## src/rtl/branch_predictor.sv

```systemverilog
// Direct-mapped BTB with 2-bit saturating direction counters, trained by
// resolved branches, plus saturating branch/mispredict performance counters.
module branch_predictor #(
   parameter int ADDR_W  = 32,
   parameter int ENTRIES = 16,
   parameter int CNT_W   = 16,
   localparam int IDX_W  = $clog2(ENTRIES)
) (
   input  logic              clk_i,
   input  logic              rst_i,
   input  logic [ADDR_W-1:0] pc_i,
   output logic              hit_o,
   output logic              pred_taken_o,
   output logic [ADDR_W-1:0] pred_target_o,
   input  logic              upd_valid_i,
   input  logic [ADDR_W-1:0] upd_pc_i,
   input  logic              upd_taken_i,
   input  logic [ADDR_W-1:0] upd_target_i,
   input  logic              upd_pred_taken_i,
   input  logic [ADDR_W-1:0] upd_pred_target_i,
   output logic              mispredict_o,
   input  logic              inv_i,
   output logic [CNT_W-1:0]  branch_cnt_o,
   output logic [CNT_W-1:0]  mispred_cnt_o
);

   localparam int TAG_W = ADDR_W - IDX_W - 2;
   localparam logic [CNT_W-1:0] CNT_ONE = {{(CNT_W-1){1'b0}}, 1'b1};
   localparam logic [CNT_W-1:0] CNT_MAX = {CNT_W{1'b1}};

   logic              valid_q  [ENTRIES];
   logic [TAG_W-1:0]  tag_q    [ENTRIES];
   logic [ADDR_W-1:0] target_q [ENTRIES];
   logic [1:0]        ctr_q    [ENTRIES];

   logic [CNT_W-1:0]  branch_cnt_q;
   logic [CNT_W-1:0]  mispred_cnt_q;

   logic [IDX_W-1:0]  lk_idx;
   logic [TAG_W-1:0]  lk_tag;
   logic [IDX_W-1:0]  up_idx;
   logic [TAG_W-1:0]  up_tag;
   logic              up_hit;

   assign lk_idx = pc_i[IDX_W+1:2];
   assign lk_tag = pc_i[ADDR_W-1:IDX_W+2];
   assign up_idx = upd_pc_i[IDX_W+1:2];
   assign up_tag = upd_pc_i[ADDR_W-1:IDX_W+2];

   // Lookup reads only registered table state, so a same-cycle update to the
   // same index is not visible until the following cycle.
   assign hit_o         = valid_q[lk_idx] && (tag_q[lk_idx] == lk_tag);
   assign pred_taken_o  = hit_o && ctr_q[lk_idx][1];
   assign pred_target_o = hit_o ? target_q[lk_idx] : '0;

   assign up_hit = valid_q[up_idx] && (tag_q[up_idx] == up_tag);

   // upd_valid_i qualifies all upd_* fields for exactly one cycle; there is no
   // back-pressure, every presented branch is consumed at the next edge.
   assign mispredict_o = upd_valid_i &&
                         ((upd_taken_i != upd_pred_taken_i) ||
                          (upd_taken_i && upd_pred_taken_i &&
                           (upd_target_i != upd_pred_target_i)));

   always_ff @(posedge clk_i or negedge rst_i) begin
      if (!rst_i) begin
         for (int i = 0; i < ENTRIES; i++) begin
            valid_q[i]  <= 1'b0;
            tag_q[i]    <= '0;
            target_q[i] <= '0;
            ctr_q[i]    <= 2'b01;
         end
      end else if (inv_i) begin
         // Invalidate wins over any concurrent training; ctr/target are kept.
         for (int i = 0; i < ENTRIES; i++) begin
            valid_q[i] <= 1'b0;
         end
      end else if (upd_valid_i) begin
         if (up_hit) begin
            if (upd_taken_i) begin
               if (ctr_q[up_idx] != 2'b11) begin
                  ctr_q[up_idx] <= ctr_q[up_idx] + 2'd1;
               end
               target_q[up_idx] <= upd_target_i;
            end else if (ctr_q[up_idx] != 2'b00) begin
               ctr_q[up_idx] <= ctr_q[up_idx] - 2'd1;
            end
         end else if (upd_taken_i) begin
            valid_q[up_idx]  <= 1'b1;
            tag_q[up_idx]    <= up_tag;
            target_q[up_idx] <= upd_target_i;
            ctr_q[up_idx]    <= 2'b10;
         end
      end
   end

   always_ff @(posedge clk_i or negedge rst_i) begin
      if (!rst_i) begin
         branch_cnt_q  <= '0;
         mispred_cnt_q <= '0;
      end else if (upd_valid_i) begin
         if (branch_cnt_q != CNT_MAX) begin
            branch_cnt_q <= branch_cnt_q + CNT_ONE;
         end
         if (mispredict_o && (mispred_cnt_q != CNT_MAX)) begin
            mispred_cnt_q <= mispred_cnt_q + CNT_ONE;
         end
      end
   end

   assign branch_cnt_o  = branch_cnt_q;
   assign mispred_cnt_o = mispred_cnt_q;

endmodule
```

## config.mk

```make
export PLATFORM = sky130hd
export DESIGN_NAME = branch_predictor
export DESIGN_NICKNAME = d
export VERILOG_FILES = /design/src/rtl/branch_predictor.sv
export SDC_FILE = /design/constraint.sdc
export NUM_CORES = 2
export LEC_CHECK = 0
export BUFFER_PORTS_ARGS = -buffer_cell sky130_fd_sc_hd__buf_2
export CORE_UTILIZATION = 29
export CTS_CLUSTER_DIAMETER = 30
export CTS_CLUSTER_SIZE = 16
export DETAILED_ROUTE_END_ITERATION = 7
export PLACE_DENSITY_LB_ADDON = 0.08
export SLEW_MARGIN = 20
export SYNTH_ARGS = -nofsm -noshare
export SYNTH_HDL_FRONTEND = slang
export SYNTH_SLANG_ARGS = --single-unit
```

## constraint.sdc

```tcl
create_clock -name clk_i -period 12.25 [get_ports clk_i]
set_input_delay 1.225 -clock clk_i [delete_from_list [all_inputs] [get_ports clk_i]]
set_output_delay 1.225 -clock clk_i [all_outputs]
set_load 0.03 [all_outputs]
```

==> reports/metrics.csv <==
stage,metric,value,unit
status,status,completed,
power_and_ir_drop,p_comb_share,9.8,%
yosys,synth_top_family_by_area,multiplexers,
sta,finalMaxSlewViolations,0,
yosys,synth.distinct_cells,67,
sta,worstMarginPinSlew,1075,ps
power_and_ir_drop,p_seq_share,28.9,%
power_and_ir_drop,p_per_area,214.1,nW/um^2
route,ant_nets,0,
yosys,yosysSeqAreaShare,49.85,%
job,drv_cap,0,
yosys,synth-seq-cells,1008,
final_layout,fin_util,38.00,%
clocking,cts_resized,0,
floorplanning,initial_utilization,29.36,%
yosys,syn-cell-area,50640,um^2
global_route,overflow,0,
yosys,synth_mux_area_share,35.83,%
floorplanning,die_x,419.9,um
critical_path,crit_top_cell,buf_4,
critical_path,cpPeakStageDelay,930,ps
final_layout,area_growth,29.44,%
power_and_ir_drop,total_power,14.04,mW
clocking,cts_buffers,337,
floorplanning,dieArea,176300,um^2
final_layout,layout-drive-gt1-share,43.47,%
route,drc,0,
clocking,cts_htree_levels,5,
hold_path,worstHoldPathType,input port to asynchronous set/reset pin,
final_layout,regArea,25240,um^2
yosys,synth_fa_ha_area_share,0.1235,%
yosys,syn_inst,3744,
sta,rsz0062_at_grt,no,
global_route,grt_max_degree,161,
yosys,synth_nets,3883,
yosys,synth-xor-area-share,1.972,%
route,drt_first_iter_violations,2283,
yosys,avgSynthCellArea,13.52,um^2
yosys,synth_edf_count,0,
clocking,root_buffer,clkbuf_16,
critical_path,worstSetupStartpointType,input port,
clocking,clkLatencyLatePin,910,ps
critical_path,slowest_stage,buf_4,
global_route,grt_pass1_wl,264300,um
sta,hold_violations,0,
critical_path,crit_required,11020,ps
power_and_ir_drop,switchingPower,3.301,mW
sta,fmax,0.1379,GHz
sta,finalSetupTns,0,ps
final_layout,nNetsFinal,4159,
critical_path,crit_family,buffers and inverters,
route,drt-pass1-iter-count,5,
route,wl,182100,um
placed_design,gp_congestion,0.7363,
final_layout,fill_cells,16490,
global_route,grt_usage,20.93,%
sta,clock-skew-final,66.92,ps
global_route,antenna_found_initial,20,
floorplanning,rows,152,
sta,post-route-period-util,59.21,%
global_route,first_global_vias,35680,
sta,min_period,7253,ps
clocking,cts_buffer_depth,4,
yosys,synth-simple-area-share,7.069,%
critical_path,cp-end-kind,output port,
route,post_drt_wl_per_cell,27.66,um
placed_design,dpl.hpwl,99180,um
route,dr_total_vias,33560,
route,viasPerCell,5.096,
sta,max_slew_margin,27.82,%
yosys,ys_warn_count,0,
power_and_ir_drop,p_int,10.73,mW
sta,setup_viol,0,
yosys,async_flop_share,100.0,%
critical_path,r2r-start,tag_q[126],
clocking,cts.sinks,1008,
critical_path,critPathArrivalTime,6030,ps
critical_path,critPathKind,input port to output port,
sta,holdWs,328.6,ps
clocking,cts_tree,done,
critical_path,cp_num_buf_inv,5,
power_and_ir_drop,ir_drop,0.1135,mV
power_and_ir_drop,leakage,30.49,nW
placed_design,io_buffer_count,196,
clocking,cts.clk_slew.worst_paths,40,ps
floorplanning,fp.coreArea,172500,um^2
critical_path,cp_cell_sequence,"buf_8, buf_4, buf_4, mux4_2, xnor2_1, nand4_1, nor4_2, buf_4, and3_1, buf_2",
floorplanning,die-height,419.9,um
clocking,ctsHoldBuffers,0,
critical_path,timing.critical_path.from,pc_i[4],
yosys,synth_flop_cell,dfrtp_1,
final_layout,multiInputGateArea,24200,um^2
yosys,synth_compound_area_share,2.214,%
clocking,cts_setup_buffers,0,
power_and_ir_drop,switching_share,23.52,%
floorplanning,io_pins,201,
critical_path,cp_max_fo,55,
power_and_ir_drop,p_clk_share,61.3,%
[cell type report]
class	count	share of cell area (%)
Inverter	18	0.1031
Clock buffer	480	15.18
Multi-Input combinational cell	2380	36.92
Sequential cell	1008	38.51
Tap cell	2310	4.410
Timing Repair Buffer	275	2.573
Clock inverter	109	2.289
Antenna cell	4	0.01527
[placed cells by master, fill, tap and decap left out, types with 6 or more instances in the layout]
cell / n
clkinv_2: 55
clkbuf_8: 87
nand2_2: 7
o211ai_1: 6
clkbuf_16: 343
o2bb2ai_1: 8
mux2_1: 190
nor2_1: 38
and3_1: 42
o22ai_1: 26
bufinv_16: 34
xor2_1: 17
buf_2: 188
inv_1: 17
nand4_1: 26
nand3_1: 22
dfstp_2: 16
dfrtp_1: 992
o21ai_0: 9
mux2i_1: 97
nand2b_1: 8
nand2_1: 636
mux4_2: 365
a21oi_1: 15
mux2_2: 605
clkbuf_1: 52
a22oi_1: 28
xnor2_1: 97
a21o_1: 19
clkinvlp_4: 12
nor2_4: 25
buf_4: 76
[per-stage QoR]
step                instances  setup slack, ps  cell area [um^2]
floorplan                3744             6528             50640
global placement         5991             5046             54080
detailed placement       5991             5042             54080
CTS                      6580             5033             65520
global route             6584             4856             65550
finish                   6584             4997             65550
[cell families after synthesis]
logic type      Yosys count
compound gates          152
xor+xnor                114
fa+ha+maj                 5
buf+inv                 356
flops                  1008
mux                    1257
simple gates            852
[synthesized netlist by cell type, types with 3 or more instances]
master     instances  area share (%)
nor3_1             7           0.069
a211oi_1           4           0.059
o32a_1             4           0.079
or3_1              5           0.062
o21ai_0            9           0.089
a31oi_1            3           0.037
nand2b_1           8           0.099
mux2i_1           97             1.9
buf_6              6            0.13
o22ai_1           26            0.32
dfrtp_1          992              49
nor4_1             6           0.074
mux2_1           190             4.2
dfstp_2           16            0.83
a22oi_1           28            0.42
mux2_2           605              13
buf_1             60            0.44
a221oi_1           5           0.086
clkbuf_1         208             1.5
a21o_1            19            0.28
and2_1             3           0.037
inv_1             17            0.13
o2bb2ai_1          8            0.14
mux4_2           365              16
a2bb2oi_1          4           0.069
xor2_1            17            0.29
o211ai_1           6           0.089
buf_4             10            0.15
ha_1               5            0.12
buf_2             54            0.53
nor2b_1            6           0.074
and3_1            42            0.52
a21oi_1           15            0.15
nand2_1          643             4.8
nand4_1           26            0.32
nand3_1           27            0.27
nor2_2            11            0.14
nor2_1            54            0.40
xnor2_1           97             1.7
[power groups by stage]
stage | clock (mW) | combinational, mW | sequential (mW)
after floorplan | 0 | 0.948 | 4.04
after global placement | 0 | 1.38 | 4.09
after detailed placement | 0 | 1.40 | 4.10
after CTS | 8.74 | 1.41 | 4.05
after global routing | 8.95 | 1.49 | 4.12
final | 8.60 | 1.38 | 4.06
[final timing paths]
kind	slack [ps]	to	depth (start not counted)
worst max-delay path	5000	pred_target_o[11]	10
worst min-delay path	330	tag_q[62]	1
worst max register to register	7550	tag_q[28]	10
worst min register to register	470	target_q[379]	2
max in group asynchronous	9110	target_q[125]	4
min in group clk_i	470	target_q[379]	2
[state kept, by name (all words and copies together), names as in the netlist]
register / count
target_q: 512
tag_q: 416
ctr_q: 32
branch_cnt_o: 16
mispred_cnt_o: 16
valid_q: 16
[per-layer routing]
metal	up-vias	GRT usage, %	wire, um
met4	6	6.507	4603
li1	14350	-	-
met3	353	3.640	7383
met2	815	33.33	86280
met1	18040	28.88	83790
met5	-	0	41
(Power assumes the default switching activity.)
